**config.mk**
```make
export PLATFORM = sky130hd
export DESIGN_NAME = pipeline_register_fd_elastic
export DESIGN_NICKNAME = d
export VERILOG_FILES = /design/src/rtl/pipeline_register_fd_elastic.sv
export SDC_FILE = /design/constraint.sdc
export NUM_CORES = 1
export LEC_CHECK = 0
export CAP_MARGIN = 10
export CORE_ASPECT_RATIO = 1.4
export CORE_UTILIZATION = 43
export CTS_CLUSTER_SIZE = 30
export DETAILED_ROUTE_END_ITERATION = 7
export GPL_ROUTABILITY_DRIVEN = 0
export PLACE_DENSITY = 0.77
export SETUP_SLACK_MARGIN = 0.1
export SLEW_MARGIN = 20
export SYNTH_ARGS = -nofsm -noshare
export SYNTH_HDL_FRONTEND = slang
export SYNTH_SLANG_ARGS = --single-unit
export TNS_END_PERCENT = 20
```
**constraint.sdc**
```tcl
create_clock -name clk -period 2.8 [get_ports clk]
set_input_delay 0.56 -clock clk [delete_from_list [all_inputs] [get_ports clk]]
set_output_delay 0.56 -clock clk [all_outputs]
set_load 0.03 [all_outputs]
```
**src/rtl/pipeline_register_fd_elastic.sv**
```systemverilog
// pipeline_register_fd_elastic: elastic fetch/decode register with skid entry, flush and a bubble counter.
module pipeline_register_fd_elastic #(
  parameter int INSTR_W = 18,
  parameter int PC_W = 16,
  parameter int OPCODE_W = 6,
  parameter int REG_ADDR_W = 4,
  parameter int IMM_W = 4,
  parameter int JUMP_W = 12,
  parameter logic [INSTR_W-1:0] NOP_INSTR = '0,
  parameter int CNT_W = 16
) (
  input  logic                  clk,
  input  logic                  reset,
  input  logic                  flush,
  input  logic                  f_valid,
  output logic                  f_ready,
  input  logic [INSTR_W-1:0]    f_instruction,
  input  logic [PC_W-1:0]       f_pc_inc,
  output logic                  d_valid,
  input  logic                  d_ready,
  output logic [INSTR_W-1:0]    d_instruction,
  output logic [PC_W-1:0]       d_pc_inc,
  output logic [OPCODE_W-1:0]   d_opcode,
  output logic [REG_ADDR_W-1:0] d_address1,
  output logic [REG_ADDR_W-1:0] d_address2,
  output logic [IMM_W-1:0]      d_immediate,
  output logic [JUMP_W-1:0]     d_jumpaddress,
  output logic [CNT_W-1:0]      d_bubbles
);
  if (OPCODE_W + 2*REG_ADDR_W + IMM_W != INSTR_W || JUMP_W > INSTR_W - OPCODE_W) begin : g_bad_cfg
    $error("pipeline_register_fd_elastic: illegal field widths");
  end
  localparam int A1_HI = INSTR_W - OPCODE_W - 1;
  localparam int A2_HI = A1_HI - REG_ADDR_W;
  typedef enum logic [1:0] {EMPTY, ONE, TWO} state_t;
  state_t state_q, state_d;
  logic f_ready_q, f_ready_d, accept, consume;
  logic [INSTR_W-1:0] main_instr_q, main_instr_d, skid_instr_q, skid_instr_d;
  logic [PC_W-1:0] main_pc_q, main_pc_d, skid_pc_q, skid_pc_d;
  logic [OPCODE_W-1:0] opcode_q, opcode_d;
  logic [REG_ADDR_W-1:0] addr1_q, addr1_d, addr2_q, addr2_d;
  logic [IMM_W-1:0] imm_q, imm_d;
  logic [JUMP_W-1:0] jump_q, jump_d;
  logic [CNT_W-1:0] bubbles_q, bubbles_d;
  assign d_valid = state_q != EMPTY;
  assign f_ready = f_ready_q;
  assign d_instruction = main_instr_q;
  assign d_pc_inc = main_pc_q;
  assign d_opcode = opcode_q;
  assign d_address1 = addr1_q;
  assign d_address2 = addr2_q;
  assign d_immediate = imm_q;
  assign d_jumpaddress = jump_q;
  assign d_bubbles = bubbles_q;
  always_comb begin
    accept = f_valid & f_ready_q;
    consume = d_valid & d_ready;
    state_d = state_q;
    main_instr_d = main_instr_q;
    main_pc_d = main_pc_q;
    skid_instr_d = skid_instr_q;
    skid_pc_d = skid_pc_q;
    if (flush) begin
      state_d = EMPTY;
      main_instr_d = NOP_INSTR;
      main_pc_d = '0;
      skid_instr_d = '0;
      skid_pc_d = '0;
    end else if (state_q == EMPTY) begin
      if (accept) begin
        state_d = ONE;
        main_instr_d = f_instruction;
        main_pc_d = f_pc_inc;
      end
    end else if (state_q == ONE) begin
      if (consume && accept) begin
        main_instr_d = f_instruction;
        main_pc_d = f_pc_inc;
      end else if (consume) begin
        state_d = EMPTY;
        main_instr_d = NOP_INSTR;
        main_pc_d = '0;
      end else if (accept) begin
        state_d = TWO;
        skid_instr_d = f_instruction;
        skid_pc_d = f_pc_inc;
      end
    end else if (consume) begin
      state_d = ONE;
      main_instr_d = skid_instr_q;
      main_pc_d = skid_pc_q;
    end
    f_ready_d = state_d != TWO;
    // fields are split here so the DECODE outputs come straight from flops
    opcode_d = main_instr_d[INSTR_W-1 -: OPCODE_W];
    addr1_d = main_instr_d[A1_HI -: REG_ADDR_W];
    addr2_d = main_instr_d[A2_HI -: REG_ADDR_W];
    imm_d = main_instr_d[IMM_W-1:0];
    jump_d = main_instr_d[JUMP_W-1:0];
    bubbles_d = (!d_valid && !flush && bubbles_q != '1) ? bubbles_q + 1'b1 : bubbles_q;
  end
  always_ff @(posedge clk or posedge reset) begin
    if (reset) begin
      state_q <= EMPTY;
      f_ready_q <= 1'b1;
      main_instr_q <= NOP_INSTR;
      main_pc_q <= '0;
      skid_instr_q <= '0;
      skid_pc_q <= '0;
      opcode_q <= NOP_INSTR[INSTR_W-1 -: OPCODE_W];
      addr1_q <= NOP_INSTR[A1_HI -: REG_ADDR_W];
      addr2_q <= NOP_INSTR[A2_HI -: REG_ADDR_W];
      imm_q <= NOP_INSTR[IMM_W-1:0];
      jump_q <= NOP_INSTR[JUMP_W-1:0];
      bubbles_q <= '0;
    end else begin
      state_q <= state_d;
      f_ready_q <= f_ready_d;
      main_instr_q <= main_instr_d;
      main_pc_q <= main_pc_d;
      skid_instr_q <= skid_instr_d;
      skid_pc_q <= skid_pc_d;
      opcode_q <= opcode_d;
      addr1_q <= addr1_d;
      addr2_q <= addr2_d;
      imm_q <= imm_d;
      jump_q <= jump_d;
      bubbles_q <= bubbles_d;
    end
  end
endmodule

```
==> Yosys cells after proc, flatten, opt, wreduce, memory -nomap -nowiden <==
Index checks and enable logic that the tools add are counted.
{ "word_totals": {"register_bits": 117, "latch_bits": 0, "ram_bits": 0, "rom_bits": 0, "input_bits": 39, "output_inout_bits": 82, "wordCells": 68, "mem_count": 0} }
{ "op_classes": {"addsub": 1, "n_mul": 0, "n_div": 0, "magnitude_cmp": 0, "eq_ne": 7, "shift": 0, "mux": 33, "bitwise": 2, "n_reduce_logical": 13} }
{ "op_table": {"columns": ["operator", "count"], "rows": [
  ["18-bit 2-to-1 mux", 13],
  ["16-bit 2-to-1 mux", 12],
  ["16-bit by 1-bit adder with 16-bit output (second input constant)", 1],
  ["2-bit 2-to-1 mux", 8],
  ["16-bit != test (second input constant)", 1],
  ["2-bit != test (second input constant)", 4],
  ["4-bit nonzero test", 2],
  ["2-bit nonzero test", 3],
  ["5-bit AND reduction", 1],
  ["1-bit logical AND", 3],
  ["3-bit != test (second input constant)", 1],
  ["3-bit AND reduction", 1],
  ["1-bit AND", 2],
  ["2-bit by 1-bit == test with 1-bit output (second input constant)", 1],
  ["1-bit logical NOT", 2],
  ["2-bit logical NOT", 1]
]} }

==> Logic depth before layout (Yosys ltp) <==
Gate-level depths: netlist of run 1.
{ "depth": {"ltp_word": 8, "depth_mapped": 6, "mapped_depth_nobuf": 5} }

==> Worst setup path after synthesis of run 1 <==
OpenSTA, ideal clock, no wires.
{ "synth_timing": {"path_type": "flip-flop to flip-flop", "from": "register bubbles_q[0], in the netlist d_bubbles[0]", "to": "register bubbles_q[10], in the netlist d_bubbles[10]", "arrival_time_ns": 1.747, "required_time_ns": 2.675, "setup_slack_ns": 0.928, "stages_incl_launch_ff": 7, "path_buffers": 1, "period_less_slack_ns": 1.872, "cell_sequence": "dfrtp_1 ha_1 and4_1 clkbuf_4 and2_1 nand3_1 mux2_2"} }
{ "synth_between": {"elab_chain_cells": 2} }
{ "synth_lines": {"columns": ["item", "line_no", "rtl"], "rows": [
  ["start: declaration", "44", "logic [CNT_W-1:0] bubbles_q, bubbles_d;"],
  ["start signal: assignment", "128", "bubbles_q <= bubbles_d;"],
  ["branches (longest 2 deep; another with 16-bit by 1-bit adder with 16-bit output)", null, null]
]} }
Several ways; the timed one is not identified.
A chain may end at the register's enable or synchronous reset.

==> Final worst setup path of run 1 <==
{ "layout_timing": {"from": "input f_valid", "to": "register opcode_q[1], in the netlist d_opcode[1]"} }
{ "layout_between": {"elab_chain_cells": 6} }
{ "layout_lines": {"columns": ["item", "line_no", "rtl"], "rows": [
  ["start: declaration", "15", "input logic f_valid,"],
  ["1-bit AND (*)", "56", "accept = f_valid & f_ready_q;"],
  ["1-bit logical AND", "76", "if (consume && accept) begin"],
  ["18-bit 2-to-1 mux", "76", null],
  ["18-bit 2-to-1 mux", "75", "end else if (state_q == ONE) begin"],
  ["18-bit 2-to-1 mux (*)", "69", "end else if (state_q == EMPTY) begin"],
  ["18-bit 2-to-1 mux (*)", "63", "if (flush) begin"],
  ["end signal: assignment", "110", "opcode_q <= NOP_INSTR[INSTR_W-1 -: OPCODE_W];"],
  ["end signal: assignment", "123", "opcode_q <= opcode_d;"],
  ["end: declaration", "40", "logic [OPCODE_W-1:0] opcode_q, opcode_d;"]
]} }
Every way passes the cells marked *; elsewhere a longest branch is shown, timed or not.

==> key figures, run 1 <==
Outcome
  • Status: complete, no violations

Critical path
  • R2R depth: 4
  • Crit path DAT: 2440 ps
  • Critical Path Sink: d_opcode[1]
  • Critical path class: in -> reg
  • Critical Path RT: 3020 ps
  • Slowest cell on crit path: o21a_1
  • Reg2reg setup slack: 750 ps
  • Crit. path cell count: 5
  • Peak fanout along the critical path: 21
  • RR Endpoint: d_jumpaddress[1]
  • Crit path cell chain: clkdlybuf4s50_1 > nand2_1 > o21a_1 > a222oi_1 > nor2_1
  • CP endpoint kind: flip-flop
  • Top delay family on crit path: compound AO/OA/AOI/OAI gates
  • CP startpoint: f_valid
  • Worst path bufs/invs: 1
  • Worst stage delay on the critical path: 550 ps
  • Startpoint types: primary input
  • RR Startpoint: state_q[0]

Timing
  • Final setup TNS: 0 ps
  • Worst slew pin tran: 900 ps
  • Unrepaired setup endpoints after global routing: false
  • Relative slew slack: 39.5%
  • Fin crit share: 79.2%
  • Fmax achieved: 451 MHz
  • Tmin final: 2220 ps
  • Skew final: 6.44 ps
  • Final Hold Viols: 0
  • Final worst slack: 581 ps
  • Max Slew Vio Count: 0
  • Final setup violation count: 0

Final layout
  • Fin area: 5580 um^2
  • Antenna cells: 0
  • Syn-to-layout area delta: 34.5%
  • Nets: 543
  • Ratio of cells with drive above 1 in the final layout: 8.66%
  • Fill cell count: 778

Synth
  • Most frequent cell after synthesis: dfrtp_1
  • Net count after synthesis: 457
  • Yosys top cell area share: 51.8%
  • Synthesized area per cell: 9.96 um^2
  • Syn Inst Count: 417
  • Post-synth top area cell: dfrtp_1
  • Register bit total from synthesis: 87
  • Ys async rst share: 100%
  • Number of distinct library cells after synthesis: 50
  • YS warnings: 0
  • Main synth FF type: dfrtp_1
  • Synth cell count leaders: dfrtp_1 (86), nand2_1 (79), a21oi_1 (40)
  • Synth top area cells: dfrtp_1 (52%), nand2_1 (7.1%), buf_4 (5.4%)
  • Post-Syn Area: 4150 um^2
  • EDFF count, synth: 0
  • Seq/Total Area, Yosys: 52.5%

Clock tree
  • CTS Buf Count: 9
  • Clk Latency, worst-skew pair: 340 ps
  • CTS sink count: 87
  • CTS tree: yes
  • Post-CTS sizing: 0
  • H-tree levels: 3
  • Clock slew at the register clock pins of the worst setup and hold paths: 60 ps
  • Post-CTS Repair Setup Buffers: 0
  • Clk root buf: clkbuf_16
  • Clock Path Buffers: 2
  • # hold bufs at CTS: 0

Global route
  • Pin count of the biggest net entering global routing: 38
  • Antenna violations before repair: 0
  • First-pass GRT wire length: 17200 um
  • GRT Total Usage: 21.7%
  • Remaining Overflow, GRT: 0
  • Vias in the first global route: 3485

Power and ir drop
  • Pwr/cell area: 659 nW/um^2
  • Maximum vdd drop: 0.000353 V
  • Leak Pwr: 2.35 nW

Route
  • Total Wirelength: 10400 um
  • Drt pass-1 iters: 4
  • Post-route ant nets: 0
  • DR vias: 3524
  • DRC violations left: 0
  • DRT iter0 DRCs: 224
  • Wire per inst: 16.9 um
  • Vias per inst: 5.70

Placed design
  • DP Area: 5260 um^2
  • DP Worst Slack: 284 ps
  • IO buf count: 120
  • Dpl hpwl: 7160 um

Floorplanning
  • Die Wd: 85.0 um
  • Number of I/O pins: 121
  • Core ar.: 9410 um^2
  • Starting Density: 44.1%
  • Die Height: 118 um
  • Site Rows: 42
  • Die ar.: 10100 um^2

Flow run
  • Max-cap violation count: 0

Min path
  • Hold Path Class: reg -> reg
## layer usage
| layer | up-vias | GRT usage [%] | share of wire, % |
|---|---|---|---|
| li1 | 1626 | - | - |
| met1 | 1744 | 26.9 | 39 |
| met2 | 135 | 37.0 | 53 |
| met3 | 19 | 2.79 | 5.1 |
| met4 | 0 | 10.7 | 2.6 |
| met5 | - | 0 | 0 |
## power breakdown
group | leakage, nW | switching, mW | total (mW) | internal (mW)
registers | 1.17 | 0.123 | 1.49 | 1.36
logic | 1.03 | 0.520 | 0.907 | 0.387
clock network | 0.156 | 0.480 | 1.29 | 0.806
total | 2.35 | 1.12 | 3.68 | 2.56
## worst min-delay path by stage
stage / start / end / slack [ps] / depth (start not counted)
5_1_grt: skid_instr_q[15] / skid_instr_q[15] / 540 / 2
3_3_place_gp: skid_instr_q[13] / d_opcode[1] / 500 / 2
6_report: skid_instr_q[5] / skid_instr_q[5] / 520 / 2
4_1_cts: skid_instr_q[5] / skid_instr_q[5] / 520 / 2
2_1_floorplan: skid_instr_q[13] / d_opcode[1] / 490 / 2
3_5_place_dp: skid_instr_q[5] / skid_instr_q[5] / 510 / 2
## flip-flops by register name, summed over array words and instances, names as in the netlist
| name | count |
|---|---|
| d_jumpaddress | 11 |
| d_opcode | 5 |
| skid_instr_q | 18 |
| d_bubbles | 16 |
| f_ready | 1 |
| state_q | 2 |
| d_pc_inc | 16 |
| d_instruction | 2 |
| skid_pc_q | 16 |
## layout by cell type, fill, tap and decap left out, drive strengths merged, types with 2 or more instances in the layout
cell,netlist,layout
clkdlybuf4s50,0,118
dfrtp,86,86
nand2,79,79
a21oi,41,41
nor2,25,25
nor3,21,21
a221oi,16,16
buf,43,13
clkbuf,13,11
and3,10,10
xor2,9,9
a221o,9,9
nand3,5,5
a222oi,5,5
mux2i,5,5
nand4,5,5
o2bb2ai,4,4
mux2,4,4
nor4,4,4
nand2b,3,3
and2,3,3
and4,3,3
or3,2,2
a41oi,2,2
nor2b,2,2
a31oi,2,2
inv,3,2
clkinvlp,0,2
bufinv,0,2
o21ai,2,2
clkinv,0,2
## stage by stage
stage          hold slack, ps  total power [mW]  utilization [%]  std cells
6_report                  517              3.68             59.4        618
5_1_grt                   540              3.83             59.4        618
4_1_cts                   519              3.71             59.4        618
3_5_place_dp              510              2.42             55.9        602
3_3_place_gp              499              2.40             55.9        602
2_1_floorplan             493              2.05                -        417
## worst register-to-register path: cells and delay by family, from the launching register on
| family | cells | cell delay, ps |
|---|---|---|
| AO/OA/AOI/OAI | 3 | 1380 |
| flip-flops | 1 | 460 |
| AND/OR/NAND/NOR | 1 | 140 |
## cells by family after synthesis
logic type	synth area share, %
buffers and inverters	8.50
DFF	52.5
muxes	2.38
xor gates and xnor gates	2.11
AOI/OAI and AO/OA	15.1
and+or+nand+nor	19.2
adders and majority gates	0.301
## final cells by class
cell class	instances	area, um^2	area share, %
Timing Repair Buffer	131	1300	23.3
Multi-Input combinational cell	271	1630	29.1
Sequential cell	87	2180	39.0
Tap cell	110	138	2.47
Clock buffer	11	243	4.35
Clock inverter	5	81.3	1.46
Inverter	3	15.0	0.269
(Power assumes the default switching activity.)
==> run 2, diff against run 1 <==
CORE_UTILIZATION = 48   (was 43)
PLACE_DENSITY = 0.81   (was 0.77)
clock period = 2.07 ns   (was 2.8 ns; I/O delays follow)
==> run 2 against run 1 <==
Highest routed layer unchanged. Total power up 33%. Largest power group unchanged. Critical path type is now reg -> out. Die area down 10%. Sequential cell count unchanged.
==> key figures, run 2 (same netlist as run 1, synthesis figures left out) <==
Timing
  • Worst slew pin tran: 688 ps (-211 ps)
  • Tmin final: 1920 ps
  • Unrepaired setup endpoints after global routing: true
  • Hold WS: 521 ps (+3.69 ps)
  • Skew final: 6.43 ps (-0.00741 ps)
  • Final setup violation count: 0 (unchanged)
  • Final Hold Viols: 0 (unchanged)
  • Fmax achieved: 520 MHz
  • Relative slew slack: 53.8% (+14 points)
  • Fin crit share: 92.9%
  • Max Slew Vio Count: 0 (unchanged)

Final layout
  • Reg area: 2180 um^2 (unchanged)
  • Biggest register: skid_instr_q
  • Fin area: 5630 um^2 (+0.90%)
  • Most common cell after layout, fill and taps aside: clkdlybuf4s50_1
  • Multi-input logic area: 1640 um^2 (+0.85%)
  • Nets: 551 (+1.5%)
  • Largest register FFs: 18 (unchanged)
  • Commonest cells after routing, fill and taps aside: clkdlybuf4s50_1 (117), dfrtp_1 (86), nand2_1 (79)
  • Syn-to-layout area delta: 35.7%
  • Antenna cells: 0 (unchanged)
  • Non-filler cells, final: 618 (unchanged)
  • Fill cell count: 635 (-18%)
  • Ratio of cells with drive above 1 in the final layout: 10.1% (+1.4 points)

Critical path
  • Critical Path RT: 1660 ps (-1360 ps)
  • Critical path class: reg -> out
  • Startpoint types: flip-flop
  • Reg2reg setup slack: 230 ps (-520 ps)
  • RR Startpoint: state_q[1]
  • Peak fanout along the critical path: 6 (-71%)
  • Worst stage delay on the critical path: 710 ps (+160 ps)
  • RR Endpoint: d_pc_inc[6]
  • Top delay family on crit path: buffers and inverters
  • Crit path cell chain: clkdlybuf4s50_1
  • Worst path bufs/invs: 1 (unchanged)
  • CP endpoint kind: primary output
  • Crit path DAT: 1510 ps (-930 ps)
  • Crit. path cell count: 1 (-4)
  • Slowest cell on crit path: clkdlybuf4s50_1
  • R2R depth: 6 (+2)

Route
  • DRC violations left: 0 (unchanged)
  • Drt pass-1 iters: 4 (unchanged)
  • DRT iter0 DRCs: 263 (+17%)
  • Total Wirelength: 9980 um (-4.4%)
  • Vias per inst: 5.68 (-0.34%)
  • Wire per inst: 16.2 um (-4.4%)
  • DR vias: 3512 (-0.34%)
  • Post-route ant nets: 0 (unchanged)

Clock tree
  • Clock Path Buffers: 2 (unchanged)
  • Clk Latency, worst-skew pair: 340 ps (about the same)
  • H-tree levels: 3 (unchanged)
  • # hold bufs at CTS: 0 (unchanged)
  • CTS Buf Count: 9 (unchanged)
  • Clk root buf: clkbuf_16
  • Clock slew at the register clock pins of the worst setup and hold paths: 70 ps (about the same)
  • CTS sink count: 87 (unchanged)
  • CTS tree: yes

Min path
  • Hold_sp: skid_instr_q[7]
  • Hold Path Sink: skid_instr_q[7]
  • Worst Hold Depth: 2 (unchanged)
  • Hold Path Class: reg -> reg

Placed design
  • Dpl hpwl: 6780 um (-5.3%)
  • Placed Cells: 602 (unchanged)
  • DP Area: 5320 um^2 (+1.2%)
  • IO buf count: 120 (unchanged)

Floorplanning
  • Die Wd: 80.6 um (-5.2%)
  • Starting Density: 50.0% (+5.9 points)
  • Core ar.: 8300 um^2 (-12%)
  • Site Rows: 39 (-7.1%)
  • Die Height: 112 um (-5.3%)
  • Die ar.: 9030 um^2 (-10%)
  • Number of I/O pins: 121 (unchanged)

Global route
  • Antenna violations before repair: 0 (unchanged)
  • Pin count of the biggest net entering global routing: 88 (+130%)
  • Remaining Overflow, GRT: 0 (unchanged)
  • GRT Total Usage: 23.4% (+1.7 points)
  • Vias in the first global route: 3385 (-2.9%)
  • First-pass GRT wire length: 16400 um (-4.5%)

Power and ir drop
  • Pwr/cell area: 866 nW/um^2 (+31%)
  • Maximum vdd drop: 0.000695 V (+97%)
  • Leak Pwr: 2.37 nW (+0.88%)
  • Tot Pwr: 4.88 mW (+33%)

Outcome
  • Status: complete, no violations

Flow run
  • Max-cap violation count: 0 (unchanged)
## run 2: cell count changes in the layout (fill, tap and decap cells not counted), sizes merged
cell / previous run / this run
buf: 13 / 21
clkinvlp: 2 / 4
bufinv: 2 / 1
clkbuf: 11 / 10
clkdlybuf4s50: 118 / 117
clkinv: 2 / 1
dlygate4sd2: 0 / 1
inv: 2 / 3
## run 2: cell type report
type                    count  share of cell area, %
multi-input cells         271                   29.1
well taps                 102                   2.27
clock buffers              10                   4.06
flip-flops and latches     87                   38.7
inverters                   3                  0.267
repair buffers            139                   24.4
clock inverters             6                   1.24
## run 2: worst max-delay path by stage
stage	start	end	slack, ps
5_1_grt	d_bubbles[7]	d_bubbles[7]	80
2_1_floorplan	d_bubbles[0]	d_bubbles[10]	200
3_5_place_dp	d_ready	d_instruction[17]	-170
6_report	d_bubbles[5]	d_bubbles[5]	150
4_1_cts	state_q[1]	d_instruction[17]	110
3_3_place_gp	d_ready	d_jumpaddress[9]	-90
## run 2: through the flow
| stage | setup slack, ps | util, % | setup TNS, ps |
|---|---|---|---|
| 2_1_floorplan | 198 | - | 0 |
| 3_3_place_gp | -88.2 | 64.1 | -787 |
| 3_5_place_dp | -168 | 64.1 | -1430 |
| 4_1_cts | 106 | 67.7 | 0 |
| 5_1_grt | 80.9 | 67.9 | 0 |
| 6_report | 148 | 67.9 | 0 |
## run 2: layer usage
layer	vias up	global-route usage [%]	wire length (um)
met5	-	0	0
met4	0	6.90	101
met3	9	4.96	545
met2	121	39.5	5240
met1	1743	29.8	4100
li1	1639	-	-
## run 2: what timing repair did
| item | 4_1_cts | 5_1_grt |
|---|---|---|
| cloned | 0 | 0 |
| setup buffers | 0 | 0 |
| endpoints found under the setup margin | 1 | 16 |
| resized for setup | 1 | 2 |
## run 2: power breakdown
group,leakage (nW),internal [mW],switching [mW],total [mW]
logic,1.07,0.543,0.711,1.25
registers,1.17,1.84,0.162,2.01
clock network,0.135,0.942,0.674,1.62
total,2.37,3.33,1.55,4.88
